### src/rtl/inst_mem_ctrl_pkg.sv
// Shared types and default sizes for the instruction memory controller.
package inst_mem_ctrl_pkg;

  localparam int DEF_ABITS = 32;
  localparam int DEF_DEPTH = 1024;

  typedef enum logic [1:0] {
    ST_LOAD = 2'd0,
    ST_RUN  = 2'd1,
    ST_ERR  = 2'd2
  } imem_state_t;

endpackage

### src/rtl/imem_ld_addr_cnt.sv
// Load address / word counter: the write address and the load count are the same value,
// cleared on reload and stepped once per accepted loader word.
module imem_ld_addr_cnt
  import inst_mem_ctrl_pkg::*;
#(
  parameter int ABITS = DEF_ABITS,
  parameter int DEPTH = DEF_DEPTH
) (
  input  logic             clk,
  input  logic             rst,
  input  logic             clr,
  input  logic             inc,
  output logic [ABITS-1:0] count,
  output logic             at_top
);

  always_ff @(posedge clk or posedge rst) begin
    if (rst) begin
      count <= '0;
    end else if (clr) begin
      count <= '0;
    end else if (inc) begin
      count <= count + ABITS'(1);
    end
  end

  assign at_top = (count == ABITS'(DEPTH - 1));

endmodule

### src/rtl/inst_mem_ctrl.sv
// Shares the inst_mem port between the program loader (LOAD) and core fetch (RUN).
// Optional loaded-word checksum is built when IMEM_CTRL_CSUM_EN is defined.
module inst_mem_ctrl
  import inst_mem_ctrl_pkg::*;
#(
  parameter int ABITS = DEF_ABITS,
  parameter int DEPTH = DEF_DEPTH
) (
  input  logic             clk,
  input  logic             rst,
  input  logic             ld_valid,
  output logic             ld_ready,
  input  logic [ABITS-1:0] ld_data,
  input  logic             ld_last,
  input  logic             reload,
  input  logic             fetch_req,
  input  logic [ABITS-1:0] fetch_pc,
  output logic [ABITS-1:0] fetch_inst,
  output logic             fetch_valid,
  output logic             cpu_stall,
  output logic [ABITS-1:0] load_count,
  output logic             load_err,
  output logic [ABITS-1:0] ld_csum,
  output logic             mem_en,
  output logic             mem_we,
  output logic [ABITS-1:0] mem_pc,
  output logic [ABITS-1:0] mem_din,
  input  logic [ABITS-1:0] mem_dout
);

  // Loader handshake: a word transfers on any cycle where ld_valid & ld_ready are both high;
  // ld_ready depends only on registered state, never on ld_valid.
  imem_state_t      state, state_nxt;
  logic             accept;
  logic             issue;
  logic             clr;
  logic             at_top;
  logic [ABITS-1:0] addr;

  assign ld_ready  = (state == ST_LOAD);
  assign cpu_stall = (state != ST_RUN);
  assign load_err  = (state == ST_ERR);

  assign accept = ld_ready & ld_valid;
  assign issue  = (state == ST_RUN) & fetch_req & ~reload;
  assign clr    = (state != ST_LOAD) & reload;

  imem_ld_addr_cnt #(.ABITS(ABITS), .DEPTH(DEPTH)) u_cnt (
    .clk    (clk),
    .rst    (rst),
    .clr    (clr),
    .inc    (accept),
    .count  (addr),
    .at_top (at_top)
  );

  assign load_count = addr;

  always_ff @(posedge clk or posedge rst) begin
    if (rst) begin
      state       <= ST_LOAD;
      fetch_valid <= 1'b0;
    end else begin
      state       <= state_nxt;
      fetch_valid <= issue;
    end
  end

  always_comb begin
    state_nxt = state;
    mem_en    = 1'b0;
    mem_we    = 1'b0;
    mem_pc    = '0;
    mem_din   = '0;
    unique case (state)
      ST_LOAD: begin
        mem_en  = accept;
        mem_we  = accept;
        mem_pc  = addr;
        mem_din = accept ? ld_data : '0;
        // A last word at the top address still completes normally.
        if (accept) begin
          if (ld_last)     state_nxt = ST_RUN;
          else if (at_top) state_nxt = ST_ERR;
        end
      end
      ST_RUN: begin
        mem_en = issue;
        mem_pc = fetch_pc;
        if (reload) state_nxt = ST_LOAD;
      end
      ST_ERR: begin
        if (reload) state_nxt = ST_LOAD;
      end
      default: state_nxt = ST_LOAD;
    endcase
  end

  assign fetch_inst = mem_dout;

`ifdef IMEM_CTRL_CSUM_EN
  logic [ABITS-1:0] csum_q;

  always_ff @(posedge clk or posedge rst) begin
    if (rst) begin
      csum_q <= '0;
    end else if (clr) begin
      csum_q <= '0;
    end else if (accept) begin
      csum_q <= csum_q + ld_data;
    end
  end

  assign ld_csum = csum_q;
`else
  assign ld_csum = '0;
`endif

endmodule
### config.mk
export PLATFORM = sky130hd
export DESIGN_NAME = inst_mem_ctrl
export DESIGN_NICKNAME = d
export VERILOG_FILES = /design/src/rtl/inst_mem_ctrl_pkg.sv /design/src/rtl/imem_ld_addr_cnt.sv /design/src/rtl/inst_mem_ctrl.sv
export SDC_FILE = /design/constraint.sdc
export NUM_CORES = 1
export LEC_CHECK = 0
export ABC_AREA = 1
export CAP_MARGIN = 15
export CORE_AREA = 2 2 105 107
export CTS_CLUSTER_DIAMETER = 120
export DETAILED_ROUTE_END_ITERATION = 10
export DIE_AREA = 0 0 107 109
export GPL_ROUTABILITY_DRIVEN = 0
export PLACE_DENSITY = 0.79
export RECOVER_POWER = 25
export SLEW_MARGIN = 20
export SYNTH_ARGS = -nofsm -noshare
export SYNTH_HDL_FRONTEND = slang
export SYNTH_HIERARCHICAL = 1
export SYNTH_SLANG_ARGS = --single-unit
### constraint.sdc
create_clock -name clk -period 3.1 [get_ports clk]
set_input_delay 0.62 -clock clk [delete_from_list [all_inputs] [get_ports clk]]
set_output_delay 0.62 -clock clk [all_outputs]
set_load 0.01 [all_outputs]
After elaboration in Yosys (flattened, before gate mapping)
Cells that the tools add are included.
- register bits: 35
- input port bits: 102
- output and inout bits: 166
- add/subtract/negate cells: 1
- equal/unequal tests: 7
- mux-type cells: 12
- bitwise operators: 5
- reductions and logical operators: 5
- operators with widths (kind ; number):
    two-way mux 32 bit ; 4
    one-hot mux 32 bit (2 select lines) ; 1
    adder 32 x 1 -> 32 bit, second input constant ; 1
    equality test 32 x 10 -> 1 bit, second input constant ; 1
    two-way mux 2 bit ; 4
    != test 2 x 1 -> 1 bit, second input constant ; 3
    bitwise AND 1 bit ; 4
    one-hot mux 2 bit (2 select lines) ; 1
    nonzero test 2 bit ; 2
    != test 3 x 1 -> 1 bit, second input constant ; 1
    AND reduction 3 bit ; 1
    equality test 2 x 1 -> 1 bit, second input constant ; 1
    equality test 2 bit, second input constant ; 1
    zero test 2 bit ; 1
    one-hot mux 1 bit (2 select lines) ; 1
    OR reduction 2 bit ; 1
    two-way mux 1 bit ; 1
    inverter 1 bit ; 1

Logic depth before layout (Yosys ltp)
- depth in word-level cells: 5
- mapped depth: 13

Hierarchy
The synthesis kept the hierarchy.
- modules (own cells, without submodules) (module ; instances ; cells each ; area each (µm²)):
    imem_ld_addr_cnt ; 1 ; 272 ; 1964.4
    inst_mem_ctrl ; 1 ; 204 ; 1407.6

Worst setup path before layout
No wires, ideal clock.
- path type: register to register
- from: register state[0]
- to: register u_cnt.count[10]
- library setup time: 0.123 ns
- arrival time: 1.851 ns
- data required time: 2.977 ns
- path slack: 1.126 ns
- stages on the path, launching flop included: 11
- path buffers: 2
- period minus slack after synthesis: 1.974 ns
- cells stage by stage: dfrtp_1 inv_1 ha_1 buf_4 buf_4 nor2_1 nor2_4 nor3_1 nand2_1 o21ai_0 a21oi_1
- word-level cells in the longest chain between the ends: 3
- elaborated cells between the ends (all ways): 6
- RTL lines (item ; line ; source):
    start, declared ; inst_mem_ctrl.sv:33 ; imem_state_t state, state_nxt;
    start signal, assigned ; inst_mem_ctrl.sv:64 ; state <= state_nxt;
    zero test 2 bit ; inst_mem_ctrl.sv:40 ; assign ld_ready = (state == ST_LOAD);
    net ld_ready ; inst_mem_ctrl.sv:12 ; output logic ld_ready,
    bitwise AND 1 bit ; inst_mem_ctrl.sv:44 ; assign accept = ld_ready & ld_valid;
    nonzero test 2 bit (no line) ; -- ;
    end signal, assigned ; imem_ld_addr_cnt.sv:23 ; count <= count + ABITS'(1);
    end, declared ; imem_ld_addr_cnt.sv:13 ; output logic [ABITS-1:0] count,
The timed path passes the listed nets, and every way through them passes these cells.
A chain may end at the register's enable or synchronous reset.

Worst setup path in the final report
- from: input ld_valid
- to: output mem_din[4]
- word-level cells in the longest chain between the ends: 3
- RTL lines (item ; line ; source):
    start, declared ; inst_mem_ctrl.sv:11 ; input logic ld_valid,
    bitwise AND 1 bit ; inst_mem_ctrl.sv:44 ;
    two-way mux 32 bit ; inst_mem_ctrl.sv:80 ; mem_din = accept ? ld_data : '0;
    two-way mux 32 bit ; inst_mem_ctrl.sv:75 ; unique case (state)
    end, declared ; inst_mem_ctrl.sv:27 ; output logic [ABITS-1:0] mem_din,
Every way passes these cells.

==> impl_results.md <==
- Worst hold path depth: 2
- Clock Path Buffers: 2
- Endpoint type of the worst setup path: output port
- Nature of the critical path startpoint: input port
- Largest net degree at the start of global routing: 35
- First-pass GRT wire length: 15.79 mm
- Initial Utilization: 0.3180
- # resized after CTS: 0
- Proportion of layout cells with a drive suffix above 1: 0.1223
- Pleak: between 2 and 2.5 nW
- Worst clock skew: slightly below 0.006 ns
- Reg-to-reg setup timing slack: approximately 0.66 ns
- DRC viols: 0
- Warnings, synthesis: 6
- Peak supply drop: about 0.00019 V
- CP max stage cell: clkdlybuf4s50_1
- Area grow syn2layout: 45.49%
- Total track usage: 0.1698
- Num rows: 38
- RR Endpoint: u_cnt/count[5]
- Avg Inst Size Synth: 7.084 um^2
- Clock Pin Slew Worst Setup and Hold Paths: 0.07 ns
- Worst hold start: state[0]
- Most used cell, CP: clkdlybuf4s50_1
- TritonCTS clock tree: yes
- GRT overflow: 0
- Die ar.: between 10000 and 15000 um^2
- Unrepaired setup endpoints after global routing: no
- Critical path type: input port to output port
- Post-Synthesis Cells: 476
- I/O Buffers: 171
- Iter 0 DRT Violations: roughly 240
- Final setup viols: 0
- Cts bufs inserted: 5
- Mapped Area: ~3400 um^2
- Sequential fraction of the synthesis area: 0.2597
- Yosys cell types: 29
- Worst hold endpoint: state[0]
- Tmin final: 2.807 ns
- Initial antenna violation count: 0
- Die X: around 110 um
- Via count: between 3000 and 4000
- Max Cap Viol: 1
- Total Nets Final: between 700 and 800
- CORE AREA: around 11000 um^2
- Status: finished, violations left
- Footprint of the multi-input gates: between 1500 and 2000 um^2
- Critical path required time: between 2 and 2.5 ns
- Die height: approximately 110 um
- CP Max Fanout: 34
- PwrDens: ~450 nW/um^2
- Final Max Tran Viols: 33
- Layout fillers: approximately 1000
- CP arrival: between 2 and 2.5 ns
- DR WL/cell: 13.82 um
- CTS Sinks: 35
- Setup TNS: 0 ns
- Failing checks: max-capacitance violations, max-slew violations
- Clk_lat worst skew: between 0.2 and 0.3 ns
- Worst r2r src: state[0]
- FF+latch count, synth: 35
- Vias in the first global route: 3300
- Hold violation count in the final report: 0
- Max incr delay on CP: 0.56 ns
- WL final: approximately 10 mm
- FMAX: 356.2 MHz
- Clock root buffer: clkbuf_8
- Critical-path cell list: clkdlybuf4s50_1 > nand2_4 > nor2_2 > clkdlybuf4s50_1
- Overall power: approximately 2.2 mW
- Fin crit share: 0.9056
- Initial DRT Pass Iterations: 5
- Routed Antenna Nets: 0
- # IOs: ~270
- Setup bufs post-CTS: 0
- Worst slew pin tran: roughly 1.8 ns
- Vias per inst: 4.692
- Slew margin rel.: -0.1676
- Worst min path class: flip-flop to flip-flop
- # hold bufs at CTS: 0
- Antenna cell count: 0
- DP HPWL: roughly 8.3 mm
- H-tree depth: 2
- R2r worst-path depth: 7
- FF+latch area: approximately 880 um^2
cells in the mapped netlist, drive strengths merged:
cell type  instances  area share
clkinv             1      0.0011
ha                 4       0.015
o21ai             12       0.018
a2bb2oi            1      0.0026
a31oi              1      0.0019
nand2             81       0.098
buf               77        0.18
dfrtp             35        0.26
nand4              5      0.0093
nand3             26       0.043
clkbuf             1      0.0015
inv               61       0.069
nor3               3      0.0078
a22o              32       0.083
a21oi             22       0.033
conb               1      0.0011
nor4               5      0.0093
nor2             107        0.17
xnor2              1      0.0026
stage by stage:
stage          setup slack, ns  cells    util  instance area (um^2)  hold slack, ns
6_report                0.2928    753  0.4627                  4906          0.5240
5_1_grt                 0.2104    753  0.4627                  4906          0.5619
4_1_cts                 0.2708    753  0.4631                  4910          0.5279
3_5_place_dp            0.2699    746  0.4548                  4822          0.5119
3_3_place_gp            0.2980    746  0.4548                  4822          0.4879
2_1_floorplan            1.126    507       -                  3488          0.3736
flip-flops by register name, summed over array words and instances (netlist names):
| register | cells |
|---|---|
| u_cnt/count | 32 |
| state | 2 |
| fetch_valid | 1 |
cell families (layout without fill, tap and decap cells):
kind of cell | Yosys count | count (layout) | synth area share
and+or+nand+nor | 227 | 227 | 0.3358
xor gates and xnor gates | 1 | 1 | 0.002598
other | 1 | 32 | 0.001112
DFF | 35 | 35 | 0.2597
buffers and inverters | 140 | 246 | 0.2479
adders and majority gates | 4 | 4 | 0.01484
AOI/OAI and AO/OA | 68 | 68 | 0.1380
worst max-delay path, delay by kind of cell:
| kind | cells | cell delay (ns) |
|---|---|---|
| simple gates | 2 | 0.48 |
| buf+inv | 2 | 1.08 |
placed cells by master (no fill, tap or decap), types with 22 or more instances in the layout:
cell type / synthesis / routed
inv_1: 60 / 60
a22o_1: 32 / 32
a21oi_1: 22 / 22
nand2_1: 72 / 72
conb_1: 1 / 32
nand3_1: 23 / 23
dfrtp_1: 35 / 35
nor2_2: 39 / 39
clkdlybuf4s50_1: 0 / 170
nor2_1: 59 / 59
how the worst max path moves through the flow:
stage / end / startpoint / slack [ns] / depth (start not counted)
after floorplan: u_cnt/count[10] / state[0] / 1.13 / 10
after global placement: mem_we / ld_valid / 0.30 / 4
after detailed placement: mem_en / ld_valid / 0.27 / 4
after CTS: mem_en / ld_valid / 0.27 / 4
after global routing: mem_din[0] / ld_valid / 0.21 / 4
final: mem_din[4] / ld_valid / 0.29 / 4
power by group:
group,leakage (nW),switching [mW],internal [mW]
Clock,0.0470,0.158,0.174
Combinational,1.59,0.664,0.689
Sequential,0.483,0.0486,0.489
cell type report:
| class | count | area share |
|---|---|---|
| clock buffer | 6 | 0.01683 |
| clock inverter | 1 | 0.001020 |
| inverter | 62 | 0.04795 |
| multi-input combinational | 332 | 0.3627 |
| sequential | 35 | 0.1785 |
| tap | 140 | 0.03571 |
| timing repair buffer | 177 | 0.3573 |
routing by layer:
metal / vias to the layer above / routed length, um / GRT usage
met5: - / 0 / 0
met4: 0 / 262 / 0.05937
met3: 31 / 1045 / 0.04722
met2: 207 / 5167 / 0.3176
met1: 1597 / 3933 / 0.1834
li1: 1698 / - / -
No activity file was read; power rests on OpenSTA's default activity.
